File: src/rtl/switch_input_reader_pkg.sv
// ============================================================================
// Module   : switch_input_reader_pkg
// Brief    : Shared types and default widths for the switch input reader.
// Revision : 1.0 - initial release
// ============================================================================
`default_nettype none

package switch_input_reader_pkg;

   typedef enum logic [1:0] {
      IDLE         = 2'd0,
      WAIT_PRESS   = 2'd1,
      WAIT_RELEASE = 2'd2,
      DONE         = 2'd3
   } state_t;

   localparam logic ENTER_PRESSED       = 1'b0;
   localparam int   DEF_DATA_W          = 15;
   localparam int   DEF_DOUT_W          = 32;
   localparam int   DEF_DEBOUNCE_CYCLES = 4;
   localparam int   DEF_CNT_W           = 3;

endpackage

`default_nettype wire

File: src/rtl/switch_input_reader_button_debouncer.sv
// ============================================================================
// Module   : button_debouncer
// Brief    : Two-flop synchronizer plus stability counter; emits registered
//            one-cycle press/release pulses on debounced level changes.
// Revision : 1.0 - initial release
// ============================================================================
`default_nettype none

module button_debouncer
   import switch_input_reader_pkg::*;
#(
   parameter int   DEBOUNCE_CYCLES = DEF_DEBOUNCE_CYCLES,
   parameter int   CNT_W           = DEF_CNT_W,
   parameter logic PRESSED_LEVEL   = ENTER_PRESSED
) (
   input  logic clock,
   input  logic reset,
   input  logic btn_i,
   output logic press_o,
   output logic release_o
);

   localparam logic             RELEASED_LEVEL = ~PRESSED_LEVEL;
   localparam logic [CNT_W-1:0] CNT_LAST       = CNT_W'(DEBOUNCE_CYCLES - 1);

   logic             sync1_q, sync2_q;
   logic             level_q, level_d;
   logic [CNT_W-1:0] cnt_q, cnt_d;
   logic             press_q, press_d;
   logic             release_q, release_d;

   // Any cycle of agreement restarts the stability window.
   always_comb begin
      level_d   = level_q;
      cnt_d     = '0;
      press_d   = 1'b0;
      release_d = 1'b0;
      if (sync2_q != level_q) begin
         if (cnt_q == CNT_LAST) begin
            level_d   = sync2_q;
            press_d   = (sync2_q == PRESSED_LEVEL);
            release_d = (sync2_q != PRESSED_LEVEL);
         end else begin
            cnt_d = cnt_q + 1'b1;
         end
      end
   end

   always_ff @(posedge clock or posedge reset) begin
      if (reset) begin
         sync1_q   <= RELEASED_LEVEL;
         sync2_q   <= RELEASED_LEVEL;
         level_q   <= RELEASED_LEVEL;
         cnt_q     <= '0;
         press_q   <= 1'b0;
         release_q <= 1'b0;
      end else begin
         sync1_q   <= btn_i;
         sync2_q   <= sync1_q;
         level_q   <= level_d;
         cnt_q     <= cnt_d;
         press_q   <= press_d;
         release_q <= release_d;
      end
   end

   assign press_o   = press_q;
   assign release_o = release_q;

endmodule

`default_nettype wire

File: src/rtl/switch_input_reader.sv
// ============================================================================
// Module   : switch_input_reader
// Brief    : Waits for an operator press/release of enter, then returns the
//            captured switch value with a one-cycle in_valid pulse.
//            Build option: INPUT_SIGN_EXT_EN sign-extends in_data.
// Revision : 1.0 - initial release
// ============================================================================
`default_nettype none

module switch_input_reader
   import switch_input_reader_pkg::*;
#(
   parameter int DATA_W          = DEF_DATA_W,
   parameter int DOUT_W          = DEF_DOUT_W,
   parameter int DEBOUNCE_CYCLES = DEF_DEBOUNCE_CYCLES,
   parameter int CNT_W           = DEF_CNT_W
) (
   input  logic              clock,
   input  logic              reset,
   input  logic              enter,
   input  logic [DATA_W-1:0] switches,
   input  logic              in_req,
   output logic              in_valid,
   output logic [DOUT_W-1:0] in_data,
   output logic              LED
);

   localparam int FILL_W = DOUT_W - DATA_W;

   state_t            state_q, state_d;
   logic [DATA_W-1:0] capture_q, capture_d;
   logic [DOUT_W-1:0] in_data_q, in_data_d;
   logic [DOUT_W-1:0] ext_data;
   logic              press_edge, release_edge;

   button_debouncer #(
      .DEBOUNCE_CYCLES (DEBOUNCE_CYCLES),
      .CNT_W           (CNT_W),
      .PRESSED_LEVEL   (ENTER_PRESSED)
   ) u_enter_db (
      .clock     (clock),
      .reset     (reset),
      .btn_i     (enter),
      .press_o   (press_edge),
      .release_o (release_edge)
   );

`ifdef INPUT_SIGN_EXT_EN
   assign ext_data = {{FILL_W{capture_q[DATA_W-1]}}, capture_q};
`else
   assign ext_data = {{FILL_W{1'b0}}, capture_q};
`endif

   // in_data is loaded on entry to DONE so an abort leaves the old value intact.
   always_comb begin
      state_d   = state_q;
      capture_d = capture_q;
      in_data_d = in_data_q;
      case (state_q)
         IDLE: begin
            if (in_req) state_d = WAIT_PRESS;
         end
         WAIT_PRESS: begin
            if (!in_req) begin
               state_d = IDLE;
            end else if (press_edge) begin
               capture_d = switches;
               state_d   = WAIT_RELEASE;
            end
         end
         WAIT_RELEASE: begin
            if (!in_req) begin
               state_d = IDLE;
            end else if (release_edge) begin
               in_data_d = ext_data;
               state_d   = DONE;
            end
         end
         DONE:    state_d = IDLE;
         default: state_d = IDLE;
      endcase
   end

   always_ff @(posedge clock or posedge reset) begin
      if (reset) begin
         state_q   <= IDLE;
         capture_q <= '0;
         in_data_q <= '0;
      end else begin
         state_q   <= state_d;
         capture_q <= capture_d;
         in_data_q <= in_data_d;
      end
   end

   assign in_valid = (state_q == DONE);
   assign in_data  = in_data_q;
   assign LED      = (state_q == WAIT_PRESS) || (state_q == WAIT_RELEASE);

endmodule

`default_nettype wire

File: config.mk
export PLATFORM = sky130hd
export DESIGN_NAME = switch_input_reader
export DESIGN_NICKNAME = d
export VERILOG_FILES = /design/src/rtl/switch_input_reader_pkg.sv /design/src/rtl/switch_input_reader_button_debouncer.sv /design/src/rtl/switch_input_reader.sv
export SDC_FILE = /design/constraint.sdc
export NUM_CORES = 1
export LEC_CHECK = 0
export CORE_UTILIZATION = 49
export DETAILED_ROUTE_END_ITERATION = 8
export PLACE_DENSITY_LB_ADDON = 0.1
export SYNTH_ARGS = -nofsm -noshare
export SYNTH_HDL_FRONTEND = slang
export SYNTH_SLANG_ARGS = --single-unit
File: constraint.sdc
create_clock -name clock -period 2.9 [get_ports clock]
set_input_delay 0.29 -clock clock [delete_from_list [all_inputs] [get_ports clock]]
set_output_delay 0.29 -clock clock [all_outputs]
set_load 0.005 [all_outputs]
==> results.toml, run 1 <==
[power]
p_leak_uw = 0.00104
switching_share = 0.258
power.net_switching_uw = 316
power_frac_seq = 0.562
p_per_area_mw_per_mm2 = 582
vdd_drop_max_uv = 388
clkPwrFrac = 0.230
combPwrFrac = 0.208
power.internal_uw = 906

[global_route]
grt_max_degree = 23
grt_overflow = 0
grt_antenna_before_repair = 0
grt_pass1_vias = 934
grt_pass1_wl_mm = 4.21
grt_use_total = 0.164

[route]
drt-total-wl_mm = 2.54
drtPass1Iterations = 3
route.detailed.drc = 0
wl_per_cell_um = 12.4
num_vias = 956
ant_nets = 0
vias_per_cell = 4.66
first_iter_violations = 21

[clock_tree]
path_clk_slew_ns = 0.11
cts_tree = "built"
hold_buffers = 0
clock_sinks = 40
clk_path_buf_depth = 2
cts_made_buffers = 5
clk-insertion-delay-late_ns = 0.33
cts_root_buffer = "clkbuf_4"
post_cts_buffers = 0
htreeDepth = 2
cts_resized = 0

[placement]
dp_hpwl_mm = 1.86
port_buffers = 35
place.gp.congestion = 0.672

[worst_setup_path]
worstPathCellList = "inv_1, ha_1, clkdlybuf4s50_1"
slowest_delay_ns = 0.49
crit_path_end = "LED"
crit_type = "reg -> out"
startpoint_type = "flip-flop"
arrival_ns = 1.62
crit_fanout = 4
critPathRequiredTime_ns = 2.61
r2r_slack_ns = 1.25
r2r_end = "in_data[9]$_DFFE_PP0P_"
crit_family = "buffers and inverters"
crit_path_top_delay_cell = "clkdlybuf4s50_1"
path_buf_inv = 2
startpoint = "state_q[0]$_DFFE_PP0P_"
cp_num_cells = 3
r2r-start = "state_q[0]$_DFFE_PP0P_"
r2r_cells = 4
critPathCaptureType = "output port"

[sta]
report.final.slew_viol_count = 0
tightest_slew_ns = 0.688
fin_hold_ws_ns = 0.352
rsz0062_at_grt = "no"
relSlewSlack = 0.541
fin_crit_ns = 1.91
skew_ns = 0.00752
finalHoldViolations = 0
tns_ns = 0
setup_viol = 0
post-route-period-util = 0.658
max_freq_mhz = 524

[synth]
muxShareOfSynthArea = 0.204
synth_top_area_share = 0.540
ys_ff_latch = 40
synth_xor_xnor_area_share = 0.00511
yosysWarnings = 0
syn_area_mm2 = 0.00172
syn_inst = 118
ys_top_cells_by_area = "dfrtp_1 54%, mux2_2 20%, buf_4 7.4%"
ys_async_sr_fraction = 1.00
seq_area_frac_synth = 0.586
synth_ff_type = "dfrtp_1"
synth-adder-area-share = 0.0365
synth_edf_count = 0
yosys.area_share.simple = 0.0525
synth_top_area_cell = "dfrtp_1"
yosysMostFrequentCell = "dfrtp_1"
synth_area_per_cell_um2 = 14.5
synth_top_family_by_area = "multiplexers"
ys_types = 22
yosys-top-cells-count = "37 x dfrtp_1, 31 x mux2_2, 17 x buf_4, 5 x ha_1"
synth_compound_area_frac = 0.0204

[finish]
layout-drive-gt1-share = 0.277
antenna_cells = 0
area_delta_synth_final_pct = 22.4
nets = 182

[floorplan]
dieArea_mm2 = 0.00374
std_cell_rows = 21
core_area_mm2 = 0.00334
start_util = 0.514
die_h_um = 61.2
pin_count = 53
die_w_um = 61.2

[flow_run]
cap_viol_max_count = 0

[run_status]
status = "complete, no violations"

[hold_path]
hold_class = "in -> async"
[power by group through the flow]
| stage | Sequential, uW | Combinational (uW) | Clock (uW) |
|---|---|---|---|
| after global placement | 693 | 243 | 0 |
| final | 687 | 254 | 280 |
| after detailed placement | 698 | 257 | 0 |
| after CTS | 688 | 259 | 295 |
| after global routing | 700 | 289 | 321 |
| after floorplan | 685 | 195 | 0 |
[through the flow]
stage                     utilization  instance area (um2)  worst slack, ns  power, uW  std cells
after floorplan                     -                 1780             1.50        879        134
after global placement          0.612                 2040             1.09        936        197
after detailed placement        0.612                 2040             1.06        956        197
after CTS                       0.629                 2100            0.956       1240        205
after global routing            0.629                 2100            0.893       1310        205
final                           0.629                 2100            0.993       1220        205
[cell families (layout without fill, tap and decap cells)]
logic type / count (synthesis) / in the layout
compound gates: 5 / 5
fa+ha+maj: 5 / 5
other cells: 1 / 17
buf+inv: 22 / 47
flops: 40 / 40
simple gates: 13 / 13
xor+xnor: 1 / 1
mux: 31 / 31
[layout by cell type, fill, tap and decap left out]
cell type	count
a31o_2	1
clkdlybuf4s50_1	35
and3b_1	2
clkbuf_8	1
conb_1	17
o32ai_1	1
inv_1	3
clkbuf_4	5
ha_1	5
nor2_1	1
dfrtp_1	37
o21ai_0	1
a211oi_1	1
nand2_1	1
buf_4	1
mux2_2	31
a21oi_1	1
clkbuf_1	2
nor3_1	1
dfstp_2	3
nor2b_1	2
xnor2_1	1
nand3_2	2
nand2b_1	2
nor3b_1	2
[per-layer routing]
layer,track usage,share of wire,vias up
met4,0.0877,0.0047,0
li1,-,-,451
met2,0.252,0.51,37
met3,0.0483,0.059,2
met1,0.210,0.43,466
met5,0,0,-
[worst register-to-register path, stage by stage (launching register included)]
cell     delay (ns)
dfrtp_1        0.43
inv_1          0.12
ha_1           0.23
nand3_2        0.35
mux2_2         0.40
[flip-flops by register name (all words and copies together), names as in the netlist]
name,count
capture_q,15
in_data,15
state_q,2
u_enter_db.cnt_q,3
u_enter_db.level_q,1
u_enter_db.press_o,1
u_enter_db.release_o,1
u_enter_db.sync1_q,1
u_enter_db.sync2_q,1
[area by class of cell]
type	instances	area, um2
fill	273	1240
sequential	40	1000
tap	46	57.6
clock buffer	8	58.8
inverter	3	11.3
timing repair buffer	36	358
multi-input combinational	72	609
[worst min path at each step]
stage / startpoint / endpoint / slack (ns) / cells after the start
global route: enter / u_enter_db.sync1_q$_DFF_PP1_ / 0.34 / 1
floorplan: enter / u_enter_db.sync1_q$_DFF_PP1_ / 0.29 / 0
CTS: enter / u_enter_db.sync1_q$_DFF_PP1_ / 0.34 / 1
finish: reset / capture_q[4]$_DFFE_PP0P_ / 0.35 / 2
detailed placement: u_enter_db.sync1_q$_DFF_PP1_ / u_enter_db.sync2_q$_DFF_PP1_ / 0.36 / 0
global placement: u_enter_db.sync1_q$_DFF_PP1_ / u_enter_db.sync2_q$_DFF_PP1_ / 0.35 / 0
Note: power is estimated with default switching activity, not from simulation.
==> run 2: changes to the inputs <==
CORE_UTILIZATION = 46   (was 49)
clock period = 1.9 ns   (was 2.9 ns; I/O delays follow)
==> run 2 against run 1 <==
Against the previous run:
- routed wire length decreased by 5.6%
- worst hold slack worse by 0.040 ns
- non-clock buffer count unchanged
- first-iteration DRC count fell by 48%
- via count stayed put
- sequential share of layout area is 0.84 points lower
- clock skew decreased by 0.0031 ns
- die area up 6.3%
- largest power group unchanged
- global-route usage shrank 1.8 points
==> results.toml, run 2 (synthesis results as in run 1) <==
[global_route]
grt_pass1_vias = 990
grt_pass1_wl_mm = 4.31
grt_use_total = 0.146
grt_overflow = 0
grt_max_degree = 41
grt_antenna_before_repair = 0

[sta]
worst_slack_ns = 0.150
skew_ns = 0.00445
tns_ns = 0
setup_viol = 0
report.final.slew_viol_count = 0
max_freq_mhz = 572
rsz0062_at_grt = "no"
post-route-period-util = 0.921
finalHoldViolations = 0
fin_crit_ns = 1.75

[finish]
register_area_mm2 = 0.00100
layout_commonest_cell = "dfrtp_1"
design_area_mm2 = 0.00214
area_delta_synth_final_pct = 24.6
layout-drive-gt1-share = 0.285
mostFrequentLayoutCells = "37 x dfrtp_1, 35 x clkdlybuf4s50_1, 31 x mux2_2, 17 x conb_1, 7 x clkbuf_8"
multi_input_area_um2 = 609
final_cell_count_no_fill = 204
antenna_cells = 0
nets = 182
fillers = 294

[clock_tree]
htreeDepth = 2
hold_buffers = 0
cts_made_buffers = 5
clk_path_buf_depth = 2
cts_resized = 0
cts_tree = "built"
clock_sinks = 40
path_clk_slew_ns = 0.07
post_cts_buffers = 0
clk-insertion-delay-late_ns = 0.28
cts_root_buffer = "clkbuf_8"

[power]
p_per_area_mw_per_mm2 = 941
power_frac_seq = 0.522
vdd_drop_max_uv = 551
combPwrFrac = 0.192
switching_share = 0.242
power.net_switching_uw = 486
p_leak_uw = 0.00106
p_total_uw = 2010
power.internal_uw = 1520
clkPwrFrac = 0.286

[hold_path]
hold_class = "in -> async"

[worst_setup_path]
crit_path_top_delay_cell = "clkdlybuf4s50_1"
slowest_delay_ns = 0.49
r2r_slack_ns = 0.25
arrival_ns = 1.56
crit_fanout = 4
critPathCaptureType = "output port"
startpoint_type = "flip-flop"
crit_type = "reg -> out"
critPathRequiredTime_ns = 1.71
path_buf_inv = 2
crit_family = "buffers and inverters"
worstPathCellList = "inv_1, ha_1, clkdlybuf4s50_1"

[placement]
place_area_mm2 = 0.00204
dp_worst_setup_slack_ns = 0.152
dp_hpwl_mm = 1.71
port_buffers = 35
place.gp.congestion = 0.691
dp_cells = 197

[floorplan]
core_area_mm2 = 0.00344
dieArea_mm2 = 0.00398
start_util = 0.498
pin_count = 53
die_h_um = 63.1
die_w_um = 63.1
std_cell_rows = 21

[run_status]
status = "complete, no violations"

[flow_run]
cap_viol_max_count = 0

[route]
drtPass1Iterations = 2
ant_nets = 0
drt-total-wl_mm = 2.40
wl_per_cell_um = 11.7
vias_per_cell = 4.69
route.detailed.drc = 0
first_iter_violations = 11
num_vias = 956
run 2: routing by layer:
| metal | routed length, um | GRT usage |
|---|---|---|
| met1 | 962 | 0.160 |
| met2 | 1180 | 0.242 |
| met3 | 213 | 0.0670 |
| met4 | 40 | 0.0610 |
| met5 | 0 | 0 |
run 2: power by group through the flow:
stage | combinational (uW) | clock, uW | sequential (uW)
2_1_floorplan | 297 | 0 | 1040
3_3_place_gp | 374 | 0 | 1060
3_5_place_dp | 391 | 0 | 1070
4_1_cts | 393 | 596 | 1050
5_1_grt | 441 | 633 | 1060
6_report | 386 | 574 | 1050
run 2: worst register-to-register path, cell delays in order (launching register included):
cell and delay (ns):
dfrtp_1 0.43, inv_1 0.12, ha_1 0.23, nand3_2 0.36, mux2_2 0.41
run 2: final timing paths:
check | end | start | cells after the start
min | in_data[7]$_DFFE_PP0P_ | reset | 3
max reg2reg | in_data[4]$_DFFE_PP0P_ | state_q[0]$_DFFE_PP0P_ | 4
min in group clock | u_enter_db.sync1_q$_DFF_PP1_ | enter | 1
min reg2reg | u_enter_db.sync2_q$_DFF_PP1_ | u_enter_db.sync1_q$_DFF_PP1_ | 0
max in group asynchronous | u_enter_db.sync2_q$_DFF_PP1_ | reset | 3
max | LED | state_q[0]$_DFFE_PP0P_ | 3
run 2: area by class of cell:
cell class / instances / share of cell area
well taps: 46 / 0.0269
clock buffers: 7 / 0.0451
flip-flops and latches: 40 / 0.470
repair buffers: 36 / 0.167
inverters: 3 / 0.00527
multi-input cells: 72 / 0.285
run 2: through the flow:
stage / hold slack (ns) / utilization
after floorplan: 0.194 / -
after global placement: 0.348 / 0.593
after detailed placement: 0.349 / 0.593
after CTS: 0.310 / 0.621
after global routing: 0.303 / 0.621
final: 0.312 / 0.621
==> run 3: changes to the inputs <==
SLEW_MARGIN = 20   (was default)
clock period = 2 ns   (was 1.9 ns; I/O delays follow)
==> run 3 against run 2 <==
Against the previous run:
- die area is the same
- worst hold slack gained 0.0017 ns
- critical path depth is the same
==> results.toml, run 3 (synthesis results as in run 1) <==
[global_route]
grt_max_degree = 41
grt_use_total = 0.151
grt_overflow = 0
grt_pass1_wl_mm = 4.40
grt_pass1_vias = 983
grt_antenna_before_repair = 0

[sta]
max_freq_mhz = 568
tns_ns = 0
report.final.slew_viol_count = 0
skew_ns = 0.00231
fin_hold_ws_ns = 0.314
post-route-period-util = 0.881
fin_crit_ns = 1.76
setup_viol = 0
rsz0062_at_grt = "no"
finalHoldViolations = 0

[power]
p_leak_uw = 0.00107
power.net_switching_uw = 483
vdd_drop_max_uv = 502
clkPwrFrac = 0.315
p_total_uw = 1990
combPwrFrac = 0.185
switching_share = 0.242
p_per_area_mw_per_mm2 = 928
power.internal_uw = 1510
power_frac_seq = 0.500

[clock_tree]
cts_made_buffers = 5
clk-insertion-delay-late_ns = 0.29
cts_resized = 0
hold_buffers = 0
cts_tree = "built"
path_clk_slew_ns = 0.07
clk_path_buf_depth = 2
cts_root_buffer = "clkbuf_8"
post_cts_buffers = 0
clock_sinks = 40
htreeDepth = 2

[floorplan]
start_util = 0.498
core_area_mm2 = 0.00344
pin_count = 53
std_cell_rows = 21
die_w_um = 63.1
die_h_um = 63.1
dieArea_mm2 = 0.00398

[finish]
final_cell_count_no_fill = 205
register_area_mm2 = 0.00100
layout-drive-gt1-share = 0.283
multi_input_area_um2 = 609
area_delta_synth_final_pct = 25.2
nets = 182
layout_commonest_cell = "dfrtp_1"
antenna_cells = 0
mostFrequentLayoutCells = "37 x dfrtp_1, 35 x clkdlybuf4s50_1, 31 x mux2_2, 17 x conb_1"
design_area_mm2 = 0.00215
fillers = 298

[route]
drt-total-wl_mm = 2.52
first_iter_violations = 16
num_vias = 969
ant_nets = 0
vias_per_cell = 4.73
route.detailed.drc = 0
wl_per_cell_um = 12.3
drtPass1Iterations = 4

[worst_setup_path]
critPathCaptureType = "output port"
crit_family = "buffers and inverters"
r2r-start = "state_q[0]$_DFFE_PP0P_"
r2r_cells = 4
r2r_slack_ns = 0.31
path_buf_inv = 2
crit_type = "reg -> out"
arrival_ns = 1.56
critPathRequiredTime_ns = 1.80
worstPathCellList = "inv_1, ha_1, clkdlybuf4s50_1"
startpoint_type = "flip-flop"
r2r_end = "in_data[7]$_DFFE_PP0P_"
crit_fanout = 4
crit_path_top_delay_cell = "clkdlybuf4s50_1"
slowest_delay_ns = 0.49

[placement]
port_buffers = 35
place_area_mm2 = 0.00204
dp_cells = 197
place.gp.congestion = 0.691
dp_hpwl_mm = 1.71

[run_status]
status = "complete, no violations"

[hold_path]
hold_class = "in -> async"

[flow_run]
cap_viol_max_count = 0
==> run 3: cell count changes in the layout (fill, tap and decap cells not counted) <==
cell	before	now
clkbuf_1	0	1
clkbuf_8	7	5
clkinv_2	0	1
bufinv_16	0	1
==> run 3: area by class of cell <==
type,instances,area share
well taps,46,0.0268
clock inverters,2,0.0163
flip-flops and latches,40,0.468
inverters,3,0.00524
multi-input cells,72,0.284
clock buffers,6,0.0338
repair buffers,36,0.167
==> run 3: metal layers <==
| layer | share of wire | track usage | routed length [um] |
|---|---|---|---|
| met2 | 0.49 | 0.250 | 1250 |
| met5 | 0 | 0 | 0 |
| met4 | 0.017 | 0.0610 | 42 |
| met1 | 0.41 | 0.166 | 1030 |
| met3 | 0.079 | 0.0707 | 199 |
==> run 3: metrics by stage <==
stage / worst slack [ns] / util
finish: 0.239 / 0.624
global route: 0.167 / 0.624
CTS: 0.223 / 0.624
detailed placement: 0.240 / 0.593
global placement: 0.273 / 0.593
floorplan: 0.604 / -
==> run 3: worst max-delay path by stage <==
stage / from / slack, ns / end / cells after the start
floorplan: state_q[0]$_DFFE_PP0P_ / 0.60 / in_data[0]$_DFFE_PP0P_ / 5
global placement: in_req / 0.27 / in_data[6]$_DFFE_PP0P_ / 3
detailed placement: in_req / 0.24 / in_data[6]$_DFFE_PP0P_ / 3
CTS: state_q[0]$_DFFE_PP0P_ / 0.22 / LED / 3
global route: state_q[0]$_DFFE_PP0P_ / 0.17 / LED / 3
finish: state_q[0]$_DFFE_PP0P_ / 0.24 / LED / 3
==> run 3: worst register-to-register path: cells and delay by family, from the launching register on <==
| kind | cells | cell delay (ns) |
|---|---|---|
| mux | 1 | 0.42 |
| fa+ha+maj | 1 | 0.24 |
| simple gates | 1 | 0.37 |
| buf+inv | 1 | 0.12 |
| flops | 1 | 0.43 |
==> run 3: power groups by stage <==
stage                     sequential (uW)  combinational [uW]  clock (uW)
after floorplan                       993                 283           0
after global placement               1000                 355           0
final                                 997                 368         628
after CTS                             998                 374         652
after global routing                 1010                 415         685
after detailed placement             1010                 371           0
